--- config.mk ---
export PLATFORM = sky130hd
export DESIGN_NAME = mem_port_arbiter_flat
export DESIGN_NICKNAME = d
export VERILOG_FILES = /design/src/rtl/mem_port_arbiter_if.sv /design/src/rtl/mem_port_arbiter.sv /design/src/flat_wrapper.sv
export SDC_FILE = /design/constraint.sdc
export NUM_CORES = 1
export LEC_CHECK = 0
export CELL_PAD_IN_SITES_DETAIL_PLACEMENT = 1
export CELL_PAD_IN_SITES_GLOBAL_PLACEMENT = 1
export CORE_MARGIN = 4
export CORE_UTILIZATION = 26
export CTS_CLUSTER_SIZE = 20
export DETAILED_ROUTE_END_ITERATION = 12
export PLACE_DENSITY = 0.84
export RECOVER_POWER = 25
export SYNTH_ARGS = -nofsm -noshare
export SYNTH_HDL_FRONTEND = slang
export SYNTH_SLANG_ARGS = --single-unit
--- constraint.sdc ---
create_clock -name clk -period 1.9 [get_ports clk]
set_input_delay 0.57 -clock clk [delete_from_list [all_inputs] [get_ports clk]]
set_output_delay 0.57 -clock clk [all_outputs]
set_load 0.02 [all_outputs]
--- src/rtl/mem_port_arbiter_if.sv ---
// Bundles the IFU, LSU and downstream memory port signals shared by mem_port_arbiter.
// The master modport is the arbiter's view; slave is the requesters' and memory's view.
interface mem_port_arbiter_if #(
    parameter int ADDR_W = 32,
    parameter int DATA_W = 32
);
    logic                  ifu_req_valid;
    logic [ADDR_W-1:0]     ifu_addr;
    logic                  ifu_req_ready;
    logic                  ifu_resp_valid;
    logic [DATA_W-1:0]     ifu_rdata;

    logic                  lsu_req_valid;
    logic                  lsu_req_write;
    logic [ADDR_W-1:0]     lsu_addr;
    logic [DATA_W-1:0]     lsu_wdata;
    logic [DATA_W/8-1:0]   lsu_wstrb;
    logic                  lsu_req_ready;
    logic                  lsu_resp_valid;
    logic [DATA_W-1:0]     lsu_rdata;

    logic                  m_req_valid;
    logic                  m_req_ready;
    logic                  m_req_write;
    logic [ADDR_W-1:0]     m_addr;
    logic [DATA_W-1:0]     m_wdata;
    logic [DATA_W/8-1:0]   m_wstrb;
    logic                  m_resp_valid;
    logic [DATA_W-1:0]     m_rdata;

    modport master (
        input  ifu_req_valid, ifu_addr,
        output ifu_req_ready, ifu_resp_valid, ifu_rdata,
        input  lsu_req_valid, lsu_req_write, lsu_addr, lsu_wdata, lsu_wstrb,
        output lsu_req_ready, lsu_resp_valid, lsu_rdata,
        output m_req_valid, m_req_write, m_addr, m_wdata, m_wstrb,
        input  m_req_ready, m_resp_valid, m_rdata
    );

    modport slave (
        output ifu_req_valid, ifu_addr,
        input  ifu_req_ready, ifu_resp_valid, ifu_rdata,
        output lsu_req_valid, lsu_req_write, lsu_addr, lsu_wdata, lsu_wstrb,
        input  lsu_req_ready, lsu_resp_valid, lsu_rdata,
        input  m_req_valid, m_req_write, m_addr, m_wdata, m_wstrb,
        output m_req_ready, m_resp_valid, m_rdata
    );
endinterface

--- src/rtl/mem_port_arbiter.sv ---
// Single-outstanding arbiter sharing one memory port between IFU fetches and LSU loads/stores.
// Define MEM_ARB_RR_EN for round-robin tie-break; otherwise the LSU has fixed priority.
module mem_port_arbiter #(
    parameter int ADDR_W = 32,
    parameter int DATA_W = 32
) (
    input  logic               clk,
    input  logic               rst,
    mem_port_arbiter_if.master bus
);
    localparam int STRB_W = DATA_W / 8;

    typedef enum logic [1:0] {IDLE, REQ, RESP} state_t;
    typedef enum logic {OWN_IFU, OWN_LSU} owner_t;

    state_t              state, state_next;
    owner_t              owner;
    logic                grant_ifu, grant_lsu;
    logic                lsu_wins;
    logic                req_write;
    logic [ADDR_W-1:0]   req_addr;
    logic [DATA_W-1:0]   req_wdata;
    logic [STRB_W-1:0]   req_wstrb;
    logic [DATA_W-1:0]   ifu_rdata_q, lsu_rdata_q;
    logic                ifu_resp_q, lsu_resp_q;

`ifdef MEM_ARB_RR_EN
    owner_t last_grant;
    // On a tie the requester that did not win last time gets the port.
    assign lsu_wins = bus.lsu_req_valid && (!bus.ifu_req_valid || last_grant == OWN_IFU);
`else
    assign lsu_wins = bus.lsu_req_valid;
`endif

    always_ff @(posedge clk) begin
        if (rst) state <= IDLE;
        else     state <= state_next;
    end

    always_comb begin
        state_next = state;
        grant_ifu  = 1'b0;
        grant_lsu  = 1'b0;
        case (state)
            IDLE: begin
                if (!rst && (bus.ifu_req_valid || bus.lsu_req_valid)) begin
                    grant_lsu  = lsu_wins;
                    grant_ifu  = !lsu_wins;
                    state_next = REQ;
                end
            end
            REQ:     if (bus.m_req_ready)  state_next = RESP;
            RESP:    if (bus.m_resp_valid) state_next = IDLE;
            default: state_next = IDLE;
        endcase
    end

    always_ff @(posedge clk) begin
        if (rst) begin
            owner       <= OWN_IFU;
            req_write   <= 1'b0;
            req_addr    <= '0;
            req_wdata   <= '0;
            req_wstrb   <= '0;
            ifu_rdata_q <= '0;
            lsu_rdata_q <= '0;
            ifu_resp_q  <= 1'b0;
            lsu_resp_q  <= 1'b0;
`ifdef MEM_ARB_RR_EN
            last_grant  <= OWN_IFU;
`endif
        end else begin
            ifu_resp_q <= 1'b0;
            lsu_resp_q <= 1'b0;
            if (grant_lsu) begin
                owner     <= OWN_LSU;
                req_write <= bus.lsu_req_write;
                req_addr  <= bus.lsu_addr;
                req_wdata <= bus.lsu_wdata;
                req_wstrb <= bus.lsu_wstrb;
            end else if (grant_ifu) begin
                owner     <= OWN_IFU;
                req_write <= 1'b0;
                req_addr  <= bus.ifu_addr;
                req_wdata <= '0;
                req_wstrb <= '0;
            end
`ifdef MEM_ARB_RR_EN
            if (grant_lsu)      last_grant <= OWN_LSU;
            else if (grant_ifu) last_grant <= OWN_IFU;
`endif
            // Stores only acknowledge; they must not disturb the last load data.
            if (state == RESP && bus.m_resp_valid) begin
                if (owner == OWN_IFU) begin
                    ifu_rdata_q <= bus.m_rdata;
                    ifu_resp_q  <= 1'b1;
                end else begin
                    if (!req_write) lsu_rdata_q <= bus.m_rdata;
                    lsu_resp_q <= 1'b1;
                end
            end
        end
    end

    assign bus.ifu_req_ready  = grant_ifu;
    assign bus.lsu_req_ready  = grant_lsu;
    assign bus.ifu_resp_valid = ifu_resp_q;
    assign bus.lsu_resp_valid = lsu_resp_q;
    assign bus.ifu_rdata      = ifu_rdata_q;
    assign bus.lsu_rdata      = lsu_rdata_q;
    assign bus.m_req_valid    = (state == REQ);
    assign bus.m_req_write    = req_write;
    assign bus.m_addr         = req_addr;
    assign bus.m_wdata        = req_wdata;
    assign bus.m_wstrb        = req_wstrb;
endmodule
--- src/flat_wrapper.sv ---
// flat-port wrapper written by rule: the top's interface ports become plain ports
module mem_port_arbiter_flat 
#(
    parameter int ADDR_W = 32,
    parameter int DATA_W = 32
)
  (clk, rst, bus_ifu_req_valid, bus_ifu_addr, bus_ifu_req_ready, bus_ifu_resp_valid, bus_ifu_rdata, bus_lsu_req_valid, bus_lsu_req_write, bus_lsu_addr, bus_lsu_wdata, bus_lsu_wstrb, bus_lsu_req_ready, bus_lsu_resp_valid, bus_lsu_rdata, bus_m_req_valid, bus_m_req_write, bus_m_addr, bus_m_wdata, bus_m_wstrb, bus_m_req_ready, bus_m_resp_valid, bus_m_rdata);
  mem_port_arbiter_if #(.ADDR_W(ADDR_W), .DATA_W(DATA_W)) bus_i ();
  input  logic clk;
  input  logic rst;
  input wire logic [$bits(bus_i.ifu_req_valid)-1:0] bus_ifu_req_valid;
  input wire logic [$bits(bus_i.ifu_addr)-1:0] bus_ifu_addr;
  output wire logic [$bits(bus_i.ifu_req_ready)-1:0] bus_ifu_req_ready;
  output wire logic [$bits(bus_i.ifu_resp_valid)-1:0] bus_ifu_resp_valid;
  output wire logic [$bits(bus_i.ifu_rdata)-1:0] bus_ifu_rdata;
  input wire logic [$bits(bus_i.lsu_req_valid)-1:0] bus_lsu_req_valid;
  input wire logic [$bits(bus_i.lsu_req_write)-1:0] bus_lsu_req_write;
  input wire logic [$bits(bus_i.lsu_addr)-1:0] bus_lsu_addr;
  input wire logic [$bits(bus_i.lsu_wdata)-1:0] bus_lsu_wdata;
  input wire logic [$bits(bus_i.lsu_wstrb)-1:0] bus_lsu_wstrb;
  output wire logic [$bits(bus_i.lsu_req_ready)-1:0] bus_lsu_req_ready;
  output wire logic [$bits(bus_i.lsu_resp_valid)-1:0] bus_lsu_resp_valid;
  output wire logic [$bits(bus_i.lsu_rdata)-1:0] bus_lsu_rdata;
  output wire logic [$bits(bus_i.m_req_valid)-1:0] bus_m_req_valid;
  output wire logic [$bits(bus_i.m_req_write)-1:0] bus_m_req_write;
  output wire logic [$bits(bus_i.m_addr)-1:0] bus_m_addr;
  output wire logic [$bits(bus_i.m_wdata)-1:0] bus_m_wdata;
  output wire logic [$bits(bus_i.m_wstrb)-1:0] bus_m_wstrb;
  input wire logic [$bits(bus_i.m_req_ready)-1:0] bus_m_req_ready;
  input wire logic [$bits(bus_i.m_resp_valid)-1:0] bus_m_resp_valid;
  input wire logic [$bits(bus_i.m_rdata)-1:0] bus_m_rdata;
  assign bus_i.ifu_req_valid = bus_ifu_req_valid;
  assign bus_i.ifu_addr = bus_ifu_addr;
  assign bus_ifu_req_ready = bus_i.ifu_req_ready;
  assign bus_ifu_resp_valid = bus_i.ifu_resp_valid;
  assign bus_ifu_rdata = bus_i.ifu_rdata;
  assign bus_i.lsu_req_valid = bus_lsu_req_valid;
  assign bus_i.lsu_req_write = bus_lsu_req_write;
  assign bus_i.lsu_addr = bus_lsu_addr;
  assign bus_i.lsu_wdata = bus_lsu_wdata;
  assign bus_i.lsu_wstrb = bus_lsu_wstrb;
  assign bus_lsu_req_ready = bus_i.lsu_req_ready;
  assign bus_lsu_resp_valid = bus_i.lsu_resp_valid;
  assign bus_lsu_rdata = bus_i.lsu_rdata;
  assign bus_m_req_valid = bus_i.m_req_valid;
  assign bus_m_req_write = bus_i.m_req_write;
  assign bus_m_addr = bus_i.m_addr;
  assign bus_m_wdata = bus_i.m_wdata;
  assign bus_m_wstrb = bus_i.m_wstrb;
  assign bus_i.m_req_ready = bus_m_req_ready;
  assign bus_i.m_resp_valid = bus_m_resp_valid;
  assign bus_i.m_rdata = bus_m_rdata;
  mem_port_arbiter #(.ADDR_W(ADDR_W), .DATA_W(DATA_W)) u_core (.clk(clk), .rst(rst), .bus(bus_i));
endmodule
Yosys cells after proc, flatten, opt, wreduce, memory -nomap -nowiden:

Cells that the tools add are included.

* word-level logic and storage cells: 48
* latch bits: 0
* output and inout bits: 138
* RAM bits: 0
* register bits: 138
* memories kept: 0
* ROM bits: 0

* shifts and indexed selects: 0
* reductions and logical operators: 11
* eq/ne operators: 5
* muxes and demuxes: 19
* order comparisons: 0
* $add $sub $neg: 0
* multiply operators: 0
* bitwise operators: 3
* div/mod/pow operators: 0

Operator list (count)
* $mux 32: 4
* $mux 1: 9
* $mux 4: 2
* $mux 2: 3
* $pmux 2 s3: 1
* $reduce_and 3->1: 2
* $ne 2x1->1 const B: 2
* $not 1->1: 3
* $eq 2x1->1 const B: 1
* $eq 2x2->1 const B: 1
* $logic_and 1x1->1: 2
* $logic_not 1->1: 2
* $logic_not 2->1: 1
* $ne 2x2->1 const B: 1
* $reduce_and 2->1: 1
* $reduce_bool 2->1: 1
* $reduce_or 2->1: 1
* $logic_or 1x1->1: 1

Depth between registers and ports, before layout:

* depth after elaboration: 6
* depth in mapped cells: 7
* depth with buffers taken out: 3

Least setup slack after synthesis:

Ideal clock, no wire load.

* kind: in2out
* start: input bus_lsu_req_valid
* end: output bus_ifu_req_ready
* setup slack: -0.290 ns
* cell stages on the path: 5
* arrival time: 1.620 ns
* data required time: 1.330 ns
* cells stage by stage: or2_1 > buf_2 > clkbuf_1 > nand2_1 > nor3_1

* cells in the longest elaborated chain, start to end: 4
* elaborated cells between the ends (all ways): 5
* classes of those cells: 2 x mux; 3 x reduce/logical

Ends and longest elaborated chain
* from (decl): line flat_wrapper.sv:16 `input wire logic [$bits(bus_i.lsu_req_valid)-1:0] bus_lsu_req_valid;`
* $logic_or 1x1->1: line mem_port_arbiter.sv:46 `if (!rst && (bus.ifu_req_valid || bus.lsu_req_valid)) begin`
* $logic_and 1x1->1: line mem_port_arbiter.sv:46
* $mux 1 *: line mem_port_arbiter.sv:46
* $mux 1 *: line mem_port_arbiter.sv:44 `case (state)`
* to (decl): line flat_wrapper.sv:13 `output wire logic [$bits(bus_i.ifu_req_ready)-1:0] bus_ifu_req_ready;`

Every way passes the cells marked *; elsewhere a longest branch is shown, timed or not.

Worst setup path after layout:

* start: input bus_ifu_req_valid
* end: output bus_ifu_req_ready

* cells in the longest elaborated chain, start to end: 4

Ends and longest elaborated chain
* from (decl): line flat_wrapper.sv:11 `input wire logic [$bits(bus_i.ifu_req_valid)-1:0] bus_ifu_req_valid;`
* $logic_or 1x1->1: line mem_port_arbiter.sv:46
* $logic_and 1x1->1: line mem_port_arbiter.sv:46
* $mux 1: line mem_port_arbiter.sv:46
* $mux 1: line mem_port_arbiter.sv:44

Every way passes these cells.

==> metrics.md <==
| Metric | Value |
|---|---|
| Critical path required time | 1330 ps |
| Worst slack, placed | -777 ps |
| Final hold vios | 0 |
| Internal power | 5620 µW |
| Synth Area in Adders | 0% |
| Max frequency | 0.508 GHz |
| GR Overflow Total | 0 |
| Antenna violations before repair | 1 |
| Post-DP HPWL | 14.9 mm |
| Root buffer cell | clkbuf_16 |
| Switch Pwr | 1990 µW |
| Core ar. | 21200 µm² |
| Fin Hold WS | 449 ps |
| Worst path arrival time | 1400 ps |
| Pin count of the biggest net entering global routing | 71 |
| Post-Syn Nets | 795 |
| Nets | 1050 |
| Fin util | 43.4% |
| I/O Pins | 277 |
| Period utilisation layout | 104% |
| Status | finished with violations |
| Worst Path Max Fanout | 2 |
| Worst skew pair latency | 410 ps |
| Die height | 155 µm |
| Mapped Avg Cell Area | 8.56 µm² |
| Fraction of layout cells with a size suffix above 1 | 7.47% |
| Min Tclk post-route | 1970 ps |
| Leak | 0.00377 µW |
| DR WL/cell | 18.2 µm |
| Power Dens Cells | 829 nW/µm² |
| Comb pwr share | 15.6% |
| Initial core utilization | 26.6% |
| CTS tree | yes |
| R2r endpoint | u_core.bus.m_addr[1] |
| Clock sink total | 138 |
| Reg-to-reg slack, setup | 50 ps |
| Synth-to-layout area growth | 63.6% |
| Setup TNS | -68.1 ps |
| Initial DRC count | 218 |
| Synth Area in XOR/XNOR | 0% |
| CTS Buf Count | 17 |
| RSZ-0062 raised after global routing | true |
| Largest family of logic cells by synthesized area | compound AO/OA/AOI/OAI gates |
| Reg2Reg Launch Point | u_core.state[0] |
| Post-synthesis mux area share | 5.70% |
| # H-tree levels | 4 |
| Commonest non-fill, non-tap cell in the layout | dfxtp_1 |
| Drt pass-1 iters | 4 |
| Filler cell count in the final layout | 2515 |
| Max clock buf depth | 2 |
| Drt drc | 0 |
| Placed cells | 1162 |
| Die X | 155 µm |
| First-pass GRT wire length | 34.0 mm |
| Setup crit end kind | output pin |
| Failing checks | negative setup slack |
| Post-route ant nets | 0 |
| Max cap viols | 0 |
| Routed wire length | 21.8 mm |
| Number of global-route vias before repair | 6079 |
| Cells after Synth | 656 |
| Hold endpoint | u_core.bus.ifu_rdata[12] |
| I/O Buffers | 276 |
| Min-Delay Path Class | reg2reg |
| Worst slew pin tran | 710 ps |
| Worst setup path category | in2out |
| Die area | 24000 µm² |
| Peak supply drop | 0.000547 V |
| WHS Path Cells | 2 |
| Most frequent cells in the layout | 137 x dfxtp_1, 136 x dlygate4sd2_1, 135 x clkdlybuf4s50_1, 103 x a21oi_1, 101 x nand2_1 |
| Sequential element share of the synthesized area | 49.2% |
| Clock skew | 11.7 ps |
| Flops & latches, synth | 138 |
| Synth Cell Area | 5620 µm² |
| # rows | 53 |
| Clock slew at reported path FFs | 60 ps |
| Via density | 4.77 |
| Slew Limit Fails | 0 |
| YS warnings | 0 |
| Crit start category | input port |
| Post-synthesis cell type count | 22 |
| Simple-gate area share of the yosys netlist | 19.7% |
| Synth Area in Compound Gates | 20.4% |
| Flop pwr share | 40.2% |
| Final setup fails | 1 |
| Switching share of power | 26.2% |
| PnR worst setup slack | -68.1 ps |
| Cts-stage hold buffer count | 0 |
| Vias post-DR | 5718 |
| Gr usage total | 17.7% |
| Antenna cells | 0 |
| Clk pwr share | 44.3% |
| Fin cells | 1199 |
| Slew HR | 52.7% |
| Placer Congestion | 0.798 |
| Hold Path Origin | u_core.bus.ifu_rdata[12] |
| Reg2Reg Depth | 5 |
[metrics by stage]
stage	power, µW	area, µm²
6_report	7620	9190
5_1_grt	7970	9190
4_1_cts	7750	9200
3_5_place_dp	4370	8690
3_3_place_gp	4340	8690
2_1_floorplan	3670	5630
[flip-flops by register name (all words and copies together) (netlist names)]
| name | flops |
|---|---|
| u_core.bus.m_wstrb | 4 |
| u_core.bus.m_wdata | 32 |
| u_core.bus.ifu_rdata | 32 |
| u_core.owner | 1 |
| u_core.bus.m_req_write | 1 |
| u_core.state | 2 |
| u_core.bus.lsu_resp_valid | 1 |
| u_core.bus.ifu_resp_valid | 1 |
| u_core.bus.m_addr | 32 |
| u_core.bus.lsu_rdata | 32 |
[power by group through the flow]
stage	Combinational, µW	Sequential, µW	Clock [µW]
6_report	1190	3060	3370
5_1_grt	1280	3070	3620
4_1_cts	1200	3060	3490
3_5_place_dp	1240	3130	0
3_3_place_gp	1220	3120	0
2_1_floorplan	429	3240	0
[synthesized netlist by cell type]
cell type,n,area [µm²]
dfxtp_1,138,2760
a21oi_1,103,515
nand2_1,102,383
nand2b_1,98,613
o21ai_1,56,280
clkbuf_1,44,165
mux2i_1,32,320
o2111ai_1,32,280
buf_2,17,85.1
o21ai_0,13,65.1
nor2_1,6,22.5
buf_4,3,22.5
or2_1,3,18.8
a22oi_1,1,7.51
buf_1,1,3.75
nand3b_1,1,7.51
nand4bb_1,1,11.3
nor2b_1,1,6.26
nor3_1,1,5.00
nor3b_1,1,7.51
nor4b_4,1,23.8
nor4bb_1,1,10.0
[worst max path at each step]
stage | start | end | slack [ps]
6_report | bus_ifu_req_valid | bus_ifu_req_ready | -70
3_3_place_gp | bus_lsu_req_valid | bus_ifu_req_ready | -780
4_1_cts | u_core.state[0] | bus_ifu_req_ready | -80
5_1_grt | u_core.state[1] | bus_ifu_req_ready | -130
3_5_place_dp | bus_lsu_req_valid | bus_ifu_req_ready | -780
2_1_floorplan | bus_lsu_req_valid | bus_ifu_req_ready | -40
[metal layers]
layer	vias to the layer above	wire length (µm)	global-route usage, %
met1	2729	8830	20.4
met2	193	10700	30.3
met3	33	1750	6.79
met4	2	522	5.76
met5	-	11	0
li1	2761	-	-
[critical path, cell delays in order]
cell and delay (ps):
dlygate4sd2_1 280, or2_4 250, nand2_2 100, nor3_4 50, buf_6 150
[cells by family after synthesis]
family	count (synthesis)
mux	32
simple gates	216
buf+inv	65
compound gates	205
flops	138
[final cells by class]
class / instances / area, µm² / area share (%)
clock buffer: 23 / 478 / 5.20
clock inverter: 9 / 113 / 1.23
multi-input combinational: 453 / 2630 / 28.6
sequential: 138 / 2760 / 30.1
tap: 275 / 344 / 3.74
timing repair buffer: 301 / 2860 / 31.1
[repair_timing]
action	in CTS	in global routing
cloned	1	0
setup buffers	3	1
pin swaps	4	3
endpoints found under the setup margin	208	3
gates resized for setup	157	4
(Power assumes the default switching activity.)
